[src/rtl/wallace_mac_accum_pkg.sv]
// Shared types and constants for the Wallace-tree multiply-accumulate block.
package wallace_mac_accum_pkg;

  localparam int OP_W      = 16;
  localparam int PROD_W    = 32;
  localparam int WT_LEVELS = 6;

  typedef enum logic {
    IDLE  = 1'b0,
    ACCUM = 1'b1
  } acc_state_e;

  typedef enum logic {
    EMPTY = 1'b0,
    FULL  = 1'b1
  } out_state_e;

endpackage

[src/rtl/wallace_mac_accum_wallace.sv]
// Combinational 16x16 unsigned Wallace-tree multiplier: 3:2 carry-save
// reduction of the partial products followed by one final carry-propagate add.
module wallace_16bit
  import wallace_mac_accum_pkg::*;
(
  input  logic [OP_W-1:0]   i_a,
  input  logic [OP_W-1:0]   i_b,
  output logic [PROD_W-1:0] o_prod
);

  // Rows live in fixed slots; unused slots are zero, so every level can run the
  // same 5 compressors plus a pass-through of slot 15 (16->11->8->6->4->3->2).
  function automatic logic [PROD_W-1:0] wallace_mul(input logic [OP_W-1:0] a,
                                                    input logic [OP_W-1:0] b);
    logic [PROD_W-1:0] rows [OP_W];
    logic [PROD_W-1:0] nxt  [OP_W];
    logic [PROD_W-1:0] maj;
    for (int i = 0; i < OP_W; i++) begin
      rows[i] = {{(PROD_W-OP_W){1'b0}}, (a & {OP_W{b[i]}})} << i;
      nxt[i]  = {PROD_W{1'b0}};
    end
    for (int l = 0; l < WT_LEVELS; l++) begin
      for (int g = 0; g < 5; g++) begin
        maj = (rows[3*g] & rows[3*g+1]) | (rows[3*g] & rows[3*g+2]) |
              (rows[3*g+1] & rows[3*g+2]);
        nxt[2*g]   = rows[3*g] ^ rows[3*g+1] ^ rows[3*g+2];
        nxt[2*g+1] = {maj[PROD_W-2:0], 1'b0};
      end
      nxt[10] = rows[15];
      for (int k = 11; k < OP_W; k++) begin
        nxt[k] = {PROD_W{1'b0}};
      end
      rows = nxt;
    end
    return rows[0] + rows[1];
  endfunction

  assign o_prod = wallace_mul(i_a, i_b);

endmodule

[src/rtl/wallace_mac_accum.sv]
// Three-stage multiply-accumulate: operand register, Wallace product register,
// then a frame accumulator feeding a one-entry result register with backpressure.
module wallace_mac_accum
  import wallace_mac_accum_pkg::*;
#(
  parameter int ACC_W = 40,
  parameter int CNT_W = 16
) (
  input  logic             clk,
  input  logic             rst_n,
  input  logic             in_valid,
  output logic             in_ready,
  input  logic [OP_W-1:0]  in_a,
  input  logic [OP_W-1:0]  in_b,
  input  logic             in_last,
  output logic             out_valid,
  input  logic             out_ready,
  output logic [ACC_W-1:0] out_acc,
  output logic [CNT_W-1:0] out_count,
  output logic             out_ovf
);

  localparam logic [CNT_W-1:0] CNT_ONE = {{(CNT_W-1){1'b0}}, 1'b1};

  logic [1:0]        r_rst_sync;
  logic              w_rst_n;
  logic              w_stall;
  logic              r_s1_valid, r_s1_last;
  logic [OP_W-1:0]   r_s1_a, r_s1_b;
  logic              r_s2_valid, r_s2_last;
  logic [PROD_W-1:0] r_s2_prod;
  logic [PROD_W-1:0] w_prod;
  acc_state_e        r_acc_state, w_acc_state_nxt;
  out_state_e        r_out_state, w_out_state_nxt;
  logic [ACC_W-1:0]  r_acc, w_acc_nxt;
  logic [CNT_W-1:0]  r_count, w_count_nxt, w_count_upd;
  logic              r_ovf, w_ovf_nxt, w_ovf_upd;
  logic [ACC_W:0]    w_sum;
  logic              w_beat, w_load;
  logic [ACC_W-1:0]  r_out_acc;
  logic [CNT_W-1:0]  r_out_count;
  logic              r_out_ovf;

  function automatic logic [CNT_W-1:0] sat_inc(input logic [CNT_W-1:0] v);
    return (&v) ? v : v + CNT_ONE;
  endfunction

  // Two-flop release of the asynchronous reset.
  always_ff @(posedge clk or negedge rst_n) begin
    if (!rst_n) r_rst_sync <= 2'b00;
    else        r_rst_sync <= {r_rst_sync[0], 1'b1};
  end
  assign w_rst_n = r_rst_sync[1];

  assign w_stall   = (r_out_state == FULL) && !out_ready;
  assign in_ready  = !w_stall;
  assign out_valid = (r_out_state == FULL);
  assign out_acc   = r_out_acc;
  assign out_count = r_out_count;
  assign out_ovf   = r_out_ovf;

  wallace_16bit u_mul (
    .i_a    (r_s1_a),
    .i_b    (r_s1_b),
    .o_prod (w_prod)
  );

  // Operand and product pipeline stages; everything freezes under stall.
  always_ff @(posedge clk or negedge w_rst_n) begin
    if (!w_rst_n) begin
      r_s1_valid <= 1'b0;
      r_s1_last  <= 1'b0;
      r_s1_a     <= {OP_W{1'b0}};
      r_s1_b     <= {OP_W{1'b0}};
      r_s2_valid <= 1'b0;
      r_s2_last  <= 1'b0;
      r_s2_prod  <= {PROD_W{1'b0}};
    end else if (!w_stall) begin
      r_s1_valid <= in_valid;
      if (in_valid) begin
        r_s1_a    <= in_a;
        r_s1_b    <= in_b;
        r_s1_last <= in_last;
      end
      r_s2_valid <= r_s1_valid;
      r_s2_last  <= r_s1_last;
      r_s2_prod  <= w_prod;
    end
  end

  assign w_beat      = !w_stall && r_s2_valid;
  assign w_load      = w_beat && r_s2_last;
  // The carry out of the widened add is the overflow of this beat.
  assign w_sum       = ((r_acc_state == ACCUM) ? {1'b0, r_acc} : {(ACC_W+1){1'b0}}) +
                       {{(ACC_W+1-PROD_W){1'b0}}, r_s2_prod};
  assign w_ovf_upd   = ((r_acc_state == ACCUM) && r_ovf) || w_sum[ACC_W];
  assign w_count_upd = (r_acc_state == IDLE) ? CNT_ONE : sat_inc(r_count);

  // Accumulator next state: a last beat publishes and returns to IDLE.
  always_comb begin
    w_acc_state_nxt = r_acc_state;
    w_acc_nxt       = r_acc;
    w_count_nxt     = r_count;
    w_ovf_nxt       = r_ovf;
    case (r_acc_state)
      IDLE, ACCUM: begin
        if (w_beat && r_s2_last) begin
          w_acc_state_nxt = IDLE;
          w_acc_nxt       = {ACC_W{1'b0}};
          w_count_nxt     = {CNT_W{1'b0}};
          w_ovf_nxt       = 1'b0;
        end else if (w_beat) begin
          w_acc_state_nxt = ACCUM;
          w_acc_nxt       = w_sum[ACC_W-1:0];
          w_count_nxt     = w_count_upd;
          w_ovf_nxt       = w_ovf_upd;
        end else begin
          w_acc_state_nxt = r_acc_state;
        end
      end
      default: begin
        w_acc_state_nxt = IDLE;
        w_acc_nxt       = {ACC_W{1'b0}};
        w_count_nxt     = {CNT_W{1'b0}};
        w_ovf_nxt       = 1'b0;
      end
    endcase
  end

  // Result slot next state: a new result may replace one being handed off.
  always_comb begin
    w_out_state_nxt = r_out_state;
    case (r_out_state)
      EMPTY: begin
        if (w_load) w_out_state_nxt = FULL;
        else        w_out_state_nxt = EMPTY;
      end
      FULL: begin
        if (w_load)         w_out_state_nxt = FULL;
        else if (out_ready) w_out_state_nxt = EMPTY;
        else                w_out_state_nxt = FULL;
      end
      default: w_out_state_nxt = EMPTY;
    endcase
  end

  // State, accumulator and result registers.
  always_ff @(posedge clk or negedge w_rst_n) begin
    if (!w_rst_n) begin
      r_acc_state <= IDLE;
      r_out_state <= EMPTY;
      r_acc       <= {ACC_W{1'b0}};
      r_count     <= {CNT_W{1'b0}};
      r_ovf       <= 1'b0;
      r_out_acc   <= {ACC_W{1'b0}};
      r_out_count <= {CNT_W{1'b0}};
      r_out_ovf   <= 1'b0;
    end else begin
      r_acc_state <= w_acc_state_nxt;
      r_out_state <= w_out_state_nxt;
      r_acc       <= w_acc_nxt;
      r_count     <= w_count_nxt;
      r_ovf       <= w_ovf_nxt;
      if (w_load) begin
        r_out_acc   <= w_sum[ACC_W-1:0];
        r_out_count <= w_count_upd;
        r_out_ovf   <= w_ovf_upd;
      end
    end
  end

endmodule

[config.mk]
export PLATFORM = sky130hd
export DESIGN_NAME = wallace_mac_accum
export DESIGN_NICKNAME = d
export VERILOG_FILES = /design/src/rtl/wallace_mac_accum_pkg.sv /design/src/rtl/wallace_mac_accum_wallace.sv /design/src/rtl/wallace_mac_accum.sv
export SDC_FILE = /design/constraint.sdc
export NUM_CORES = 1
export LEC_CHECK = 0
export BUFFER_PORTS_ARGS = -buffer_cell sky130_fd_sc_hd__buf_4
export CAP_MARGIN = 20
export CORE_MARGIN = 4
export CORE_UTILIZATION = 40
export CTS_CLUSTER_SIZE = 8
export DETAILED_ROUTE_END_ITERATION = 6
export GPL_TIMING_DRIVEN = 0
export PLACE_DENSITY = 0.68
export SYNTH_ARGS = -nofsm -noshare
export SYNTH_HDL_FRONTEND = slang
export SYNTH_SLANG_ARGS = --single-unit
[constraint.sdc]
create_clock -name clk -period 9.2 [get_ports clk]
set_clock_uncertainty 0.1 [all_clocks]
set_input_delay 0.92 -clock clk [delete_from_list [all_inputs] [get_ports clk]]
set_output_delay 0.92 -clock clk [all_outputs]
set_load 0.005 [all_outputs]
==> results summary, run 1 <==
The flow ran to the end, but the final reports show violations. The final reports fail on design-rule violations. For this block, wires on met1 add up to roughly 20,000 um.

The via count of the first global-routing pass is 14,400. In the routed design, unresolved DRC markers number 2. Clock tree synthesis selected as its root buffer the cell clkbuf_16.

STA classifies the critical path startpoint as a flip-flop. The sum of routed wire length over all layers is approximately 48,000 um. Ranked by total cell area, the synthesized netlist is headed by dfrtp_1, fa_1, ha_1, and2_1, nand2_1. After detailed routing, no signal wire sits above met4. The final antenna diode count came out at 0. The post-layout minimum cycle time is between 7000 and 8000 ps. Summed over all layers, the global routing overflow is 0. Headroom to the max-slew limit came out at 0.418. For the worst setup path, the data arrival time is 7310 ps.

The area of the placeable core came out at 43,500 sq um. The clock-pin slew on the worst setup and hold paths is 90 ps. Setup violations remaining at the end of the flow were counted as 0. Setup slack on the critical path of the routed design comes to ~2100 ps. The largest stage delay on the critical path came out at 590 ps. The synthesized net count is approximately 2,300.

Dividing the synthesized area by the synthesized cell count gives 9.40 sq um. The final net count is ~2,400. The synthesis-stage register bit count came out at approximately 190. Entering global routing, the biggest net connects 58 pins. Traced cell by cell, the critical path runs through clkbuf_1, nand2_1, fa_1, fa_1, fa_1, inv_1, fa_1, fa_1, ha_1, ha_1, and3_1, a221oi_2, o211ai_1, o31ai_1, nor3_1, nor4_1, or3_1, xor2_1, a21oi_1. Setup repair after global routing left no endpoint under its margin.

The final max-slew violation count came out at 0. The number of synthesis warnings is 0. By instance count, the cell type seen most on the critical path is fa_1.

The number of ports placed on the die boundary is between 90 and 100. The row count is 76. The residual antenna-violating net count after detailed routing is 0. The routed wirelength normalized by instance count came out at around 18 um. The start-to-end type of the worst setup path is reg2reg. The class of the most critical hold timing path is in2async.

The signed area change from the synthesized netlist to the final layout came out at 12.3%. The ratio of cells with drive above 1 in the final layout came out at 0.0919. The die is around 220 um wide. The post-CTS setup-driven buffer insertion count is 0. Buffers inserted to repair hold after CTS numbered 0. The minimum setup slack after placement is 2210 ps. The total standard cell area after synthesis is around 18,000 sq um.

Max-cap violations in this run came to 0. The total number of vias is 13,700. The slew at the pin with the worst max-slew slack is about 870 ps.

The async set-reset flop share out of synthesis is 1.00. The critical path required time is about 9400 ps. The cell count after placement came out at ~2,600.

The top achievable clock speed is 141 MHz. After detailed routing, the met3 layer carries approximately 2500 um of wire. The number of CTS-inserted buffers is 17. The largest area contributor in the netlist is dfrtp_1. The most used flip-flop cell after synthesis is dfrtp_1. TritonCTS built the clock tree. The clock sink count is ~190. The initial antenna violation count came out at 0. The height of the die came out at 218 um.

The final cell utilization of the core came out at 0.458. The effective utilization at floorplan came out at 0.407. The weighted congestion reported at the end of routability-driven placement is around 0.92. The H-tree was split into 4 levels. The number of buffer cells added on primary ports came out at 95. Among all stages on the critical path, the largest delay is contributed by fa_1. The routed length on met2 is 23,700 um. The maximum fanout along the worst path is 10. After clock tree synthesis, the repair step resized 0 gates. In the global route stage, overall resource usage came out at 0.207. The number of instances in the synthesized netlist is about 1,900. The first global-routing pass estimated slightly below 80,000 um of wire. The top cell type's share of synthesized area is 0.263.

The final cycle utilization of the critical path is 0.771. The final number of hold-violating endpoints is 0. The number of enable-type register cells in the synthesized netlist came out at 0. The final instance count without filler cells is ~2,600.

The nature of the critical path endpoint is a flip-flop. The number of detailed-route iterations in the first pass came out at 7. The sequential element share of the synthesized area is 0.263.

The clock latency at the later pin of the worst-skew pair came out at 470 ps. The detailed router's first-iteration violation count is approximately 830. Yosys mapped the design onto about 70 distinct sky130hd cell types. The die covers ~48,000 sq um. The via density per instance came out at between 5 and 6. The post-DP HPWL came out at between 30,000 and 40,000 um. The clock passes through at most 2 buffers. The setup TNS is 0 ps.
-- synthesized netlist by cell type (4+ instances only) --
cell type	count
inv_1	220
xnor2_1	34
o31ai_1	21
fa_1	201
nor3b_1	4
clkbuf_1	79
o211ai_1	9
o21bai_1	10
a211oi_1	6
and2_1	190
nor4_1	4
nand2_1	286
nor3_1	8
nor2_1	61
nor2b_1	5
xor2_1	32
nand3_1	29
mux2_2	40
ha_1	141
a31oi_1	12
and3_1	17
mux2i_1	4
a21o_1	22
nand2b_1	4
nand4_1	9
o21ai_0	93
a21oi_1	80
dfrtp_1	186
a22o_1	17
-- routing by layer --
metal	GRT usage	vias to the layer above
li1	-	6374
met1	0.262	6854
met2	0.361	381
met3	0.0378	69
met4	0.0598	0
met5	0	-
-- final timing paths --
| check | startpoint | slack (ps) | cells past startpoint | end |
|---|---|---|---|---|
| worst min register to register | r_rst_sync[1] | 260 | 0 | out_count[7] |
| max in group asynchronous | r_rst_sync[1] | 8020 | 1 | out_acc[12] |
| worst max register to register | r_s1_b[2] | 2110 | 19 | r_s2_prod[27] |
| worst min-delay path | rst_n | 110 | 1 | r_rst_sync[1] |
| min in group clk | r_rst_sync[0] | 270 | 0 | r_rst_sync[1] |
| worst max-delay path | r_s1_b[2] | 2110 | 19 | r_s2_prod[27] |
-- worst max-delay path, delay by kind of cell (launching register included) --
| kind | cells | cell delay (ps) |
|---|---|---|
| fa+ha+maj | 7 | 3190 |
| flops | 1 | 570 |
| simple gates | 5 | 1050 |
| xor+xnor | 1 | 170 |
| buf+inv | 2 | 640 |
| compound gates | 4 | 1190 |
-- through the flow --
stage	hold slack [ps]	cell area [sq um]
after floorplan	231	17700
after global placement	241	19100
after detailed placement	248	19200
after CTS	101	19900
after global routing	103	19900
final	111	19900
-- registers in the layout, indices dropped and copies added, names as in the netlist, 2 cells and up --
name,cells
out_count,16
r_count,16
out_acc,40
r_s2_prod,32
r_s1_a,16
r_s1_b,16
r_acc,40
r_rst_sync,2
-- cell families after synthesis --
group,share of synthesized area
buf+inv,0.0643
flops,0.263
xor+xnor,0.0327
fa+ha+maj,0.327
other cells,0.000212
simple gates,0.171
mux,0.0277
compound gates,0.114
-- cells in the final DEF, fill, tap and decap left out, types with 4 or more instances in the layout --
cell type / synthesis / layout
mux2i_1: 4 / 4
clkbuf_16: 0 / 17
and2_1: 190 / 190
nand3_1: 29 / 29
nor3_1: 8 / 8
nor2b_1: 5 / 5
a22o_1: 17 / 17
a211oi_1: 6 / 6
nor2_1: 61 / 61
clkinv_8: 0 / 6
o211ai_1: 9 / 9
o21bai_1: 10 / 10
and3_1: 17 / 17
o21ai_0: 93 / 93
buf_4: 0 / 95
a31oi_1: 12 / 12
clkbuf_1: 79 / 79
nor3b_1: 4 / 4
ha_1: 141 / 141
xnor2_1: 34 / 34
nand2b_1: 4 / 4
nor4_1: 4 / 4
fa_1: 201 / 201
nand2_1: 286 / 286
inv_1: 220 / 220
a21o_1: 22 / 22
mux2_2: 40 / 40
xor2_1: 32 / 32
dfrtp_1: 186 / 185
a21oi_1: 80 / 80
nand4_1: 9 / 9
o31ai_1: 21 / 21
-- final cells by class --
| type | count | area (sq um) |
|---|---|---|
| Buffer | 82 | 309 |
| Clock buffer | 17 | 425 |
| Clock inverter | 15 | 223 |
| Fill cell | 4231 | 23600 |
| Inverter | 221 | 830 |
| Multi-Input combinational cell | 1395 | 11900 |
| Sequential cell | 186 | 4660 |
| Tap cell | 585 | 732 |
| Timing Repair Buffer | 98 | 796 |
Power of run 1 is not shown: default switching activity piles up to over one toggle a cycle in this logic, so the estimate is an artifact.
==> run 2, diff against run 1 <==
Settings changed: PLACE_DENSITY 0.68 to 0.7.
Clock period 9.2 ns to 5.8 ns, I/O delays scaled along.
==> results summary, run 2 (synthesis results as in run 1) <==
The die span in x is 218 um (unchanged). The register cell area after layout is 4700 sq um (+0.83%). The final number of hold-violating endpoints is 0 (unchanged). The area of the die came out at 47,700 sq um (unchanged). The number of buffer cells added on primary ports was 95 (unchanged). The area of the placeable core came out at 43,500 sq um (unchanged). The clock latency at the later pin of the worst-skew pair came out at 470 ps (about the same). The area of placed instances came to 19,200 sq um (about the same). The flow ran to the end, but the final reports show violations. The post-layout minimum cycle time came out at 6170 ps (-923 ps). Leaving out fill and tap cells, the most frequent cells in the layout are nand2_1, inv_1, fa_1. The ratio of cells with drive above 1 in the final layout is 0.181 (+0.0890). The library cell used most frequently in the layout, excluding fill and tap cells, is nand2_1. The post-layout instance area was 21,100 sq um (+6.3%).

The worst slack on hold paths is 229 ps (+119 ps). The initial antenna violation count came out at 0 (unchanged). The row count came out at 76 (unchanged). The final cycle utilization of the critical path came out at 1.06 (+0.293).

The final critical-path setup slack is -367 ps (-2480 ps). The total track usage came out at 0.209 (+0.00292). The largest net degree at the start of global routing came to 70 (+21%). In this run the worst hold path is classified as in2reg. The post-DP HPWL is 36,900 um (-4.1%). The area of combinational cells with multiple inputs is 12,300 sq um (+3.3%). The maximum level of the CTS H-tree is 4 (unchanged). The data arrival at the endpoint of the critical path is 6410 ps (-900 ps). The weighted congestion reported at the end of routability-driven placement came out at 0.930 (+0.75%).

The via count of the first global-routing pass came out at 14,800 (+2.8%). The number of CTS-inserted buffers is 17 (unchanged). STA classifies the critical path startpoint as a flip-flop.

The number of maximum-capacitance constraint violations is 0 (unchanged). The final-report setup violation count is 9 (+9). The residual antenna-violating net count after detailed routing came out at 0 (unchanged).

The top achievable clock speed came out at 162 MHz (+15%). The sum of routed wire length over all layers is 48,700 um (+2.4%). The maximum fanout along the worst path was 4 (-6). The clock-pin slew on the worst setup and hold paths is 90 ps (about the same).

The minimum setup slack after placement came out at -1080 ps (-3290 ps). The wire length of the first global-routing pass is 79,000 um (+1.2%). The detailed router's first-iteration violation count is 943 (+13%). The start-to-end type of the worst setup path is reg2reg. The critical path required time is 6040 ps (-3380 ps). TritonCTS built the clock tree. Setup repair after global routing could not meet its margin everywhere. The maximum buffer depth of the clock tree came to 2 (unchanged). The number of detailed-route iterations in the first pass came out at 5 (-2). The relative slew slack is 0.366 (-0.0518). The final net count is 2,456 (+3.2%). The effective utilization at floorplan came out at 0.407 (unchanged).

The number of ports placed on the die boundary came to 96 (unchanged). The final max-slew violation count came out at 0 (unchanged). The total number of vias came to 14,100 (+2.8%).

The checks that failed: negative setup slack. The number of filler cells placed in the layout is 4,000 (-5.5%). The signed area change from the synthesized netlist to the final layout came out at 19.3%. The number of DRC violations after detailed routing came out at 0 (-2). STA classifies the critical path endpoint as a flip-flop.

The clock sink count came out at 186 (unchanged). The via density per instance is 5.26 (-0.14%). The final cell utilization of the core came to 0.486 (+0.0286). The overall overflow remaining after global route was 0 (unchanged).

The routed wirelength normalized by instance count came out at 18.2 um (-0.55%). The tree is rooted in a clkbuf_16. The slew at the pin with the worst max-slew slack was 947 ps (+74.1 ps).

The height of the die is 218 um (unchanged).
run 2: worst max-delay path, cell delays in order (launching register included):
cell and delay [ps]:
dfrtp_2 470, buf_6 150, and2_1 160, fa_1 500
inv_1 50, fa_1 470, fa_1 530, fa_1 520
fa_1 490, inv_1 50, fa_1 490, ha_4 320
and4_1 200, nand3_1 80, o211ai_1 200, buf_4 180
o31ai_4 70, buf_6 130, nor3_4 170, nor4_4 60
o41ai_2 370, xnor2_1 170, a21oi_1 90
run 2: worst paths after layout:
kind / slack (ps) / from / endpoint / depth (start not counted)
hold reg to reg: 260 / r_rst_sync[0] / r_rst_sync[1] / 0
max in group asynchronous: 4430 / r_rst_sync[1] / r_s1_b[1] / 1
setup / recovery: -370 / r_s1_b[7] / r_s2_prod[29] / 22
min in group asynchronous: 310 / r_rst_sync[1] / r_acc[39] / 0
hold / removal: 230 / in_a[0] / r_s1_a[0] / 2
setup reg to reg: -370 / r_s1_b[7] / r_s2_prod[29] / 22
run 2: layer usage:
metal,up-vias,track usage,part of all wire
met1,6967,0.270,0.42
met5,-,0,0
met3,99,0.0393,0.060
met2,466,0.357,0.49
met4,0,0.0668,0.029
li1,6532,-,-
run 2: repair_timing:
action	in CTS	in global routing
pin swaps	51	28
setup endpoints to repair	17	12
buffers inserted	69	8
resized for setup	162	19
endpoints found under the hold margin	2	0
hold buffers	1	0
run 2: per-stage QoR:
step                      cells  setup TNS [ps]
after global placement     2564         -363460
after floorplan            1884               0
final                      2676           -1750
after detailed placement   2566           -8830
after global routing       2675           -3250
after CTS                  2668           -1060
run 2: area by class of cell:
cell class / instances / share of cell area
diodes: 1 / 0.000118
inverters: 221 / 0.0393
clock inverters: 15 / 0.00853
well taps: 585 / 0.0346
repair buffers: 175 / 0.0677
plain buffers: 81 / 0.0251
clock buffers: 17 / 0.0201
multi-input cells: 1395 / 0.582
flip-flops and latches: 186 / 0.222
Power of run 2 is left out for the same reason.
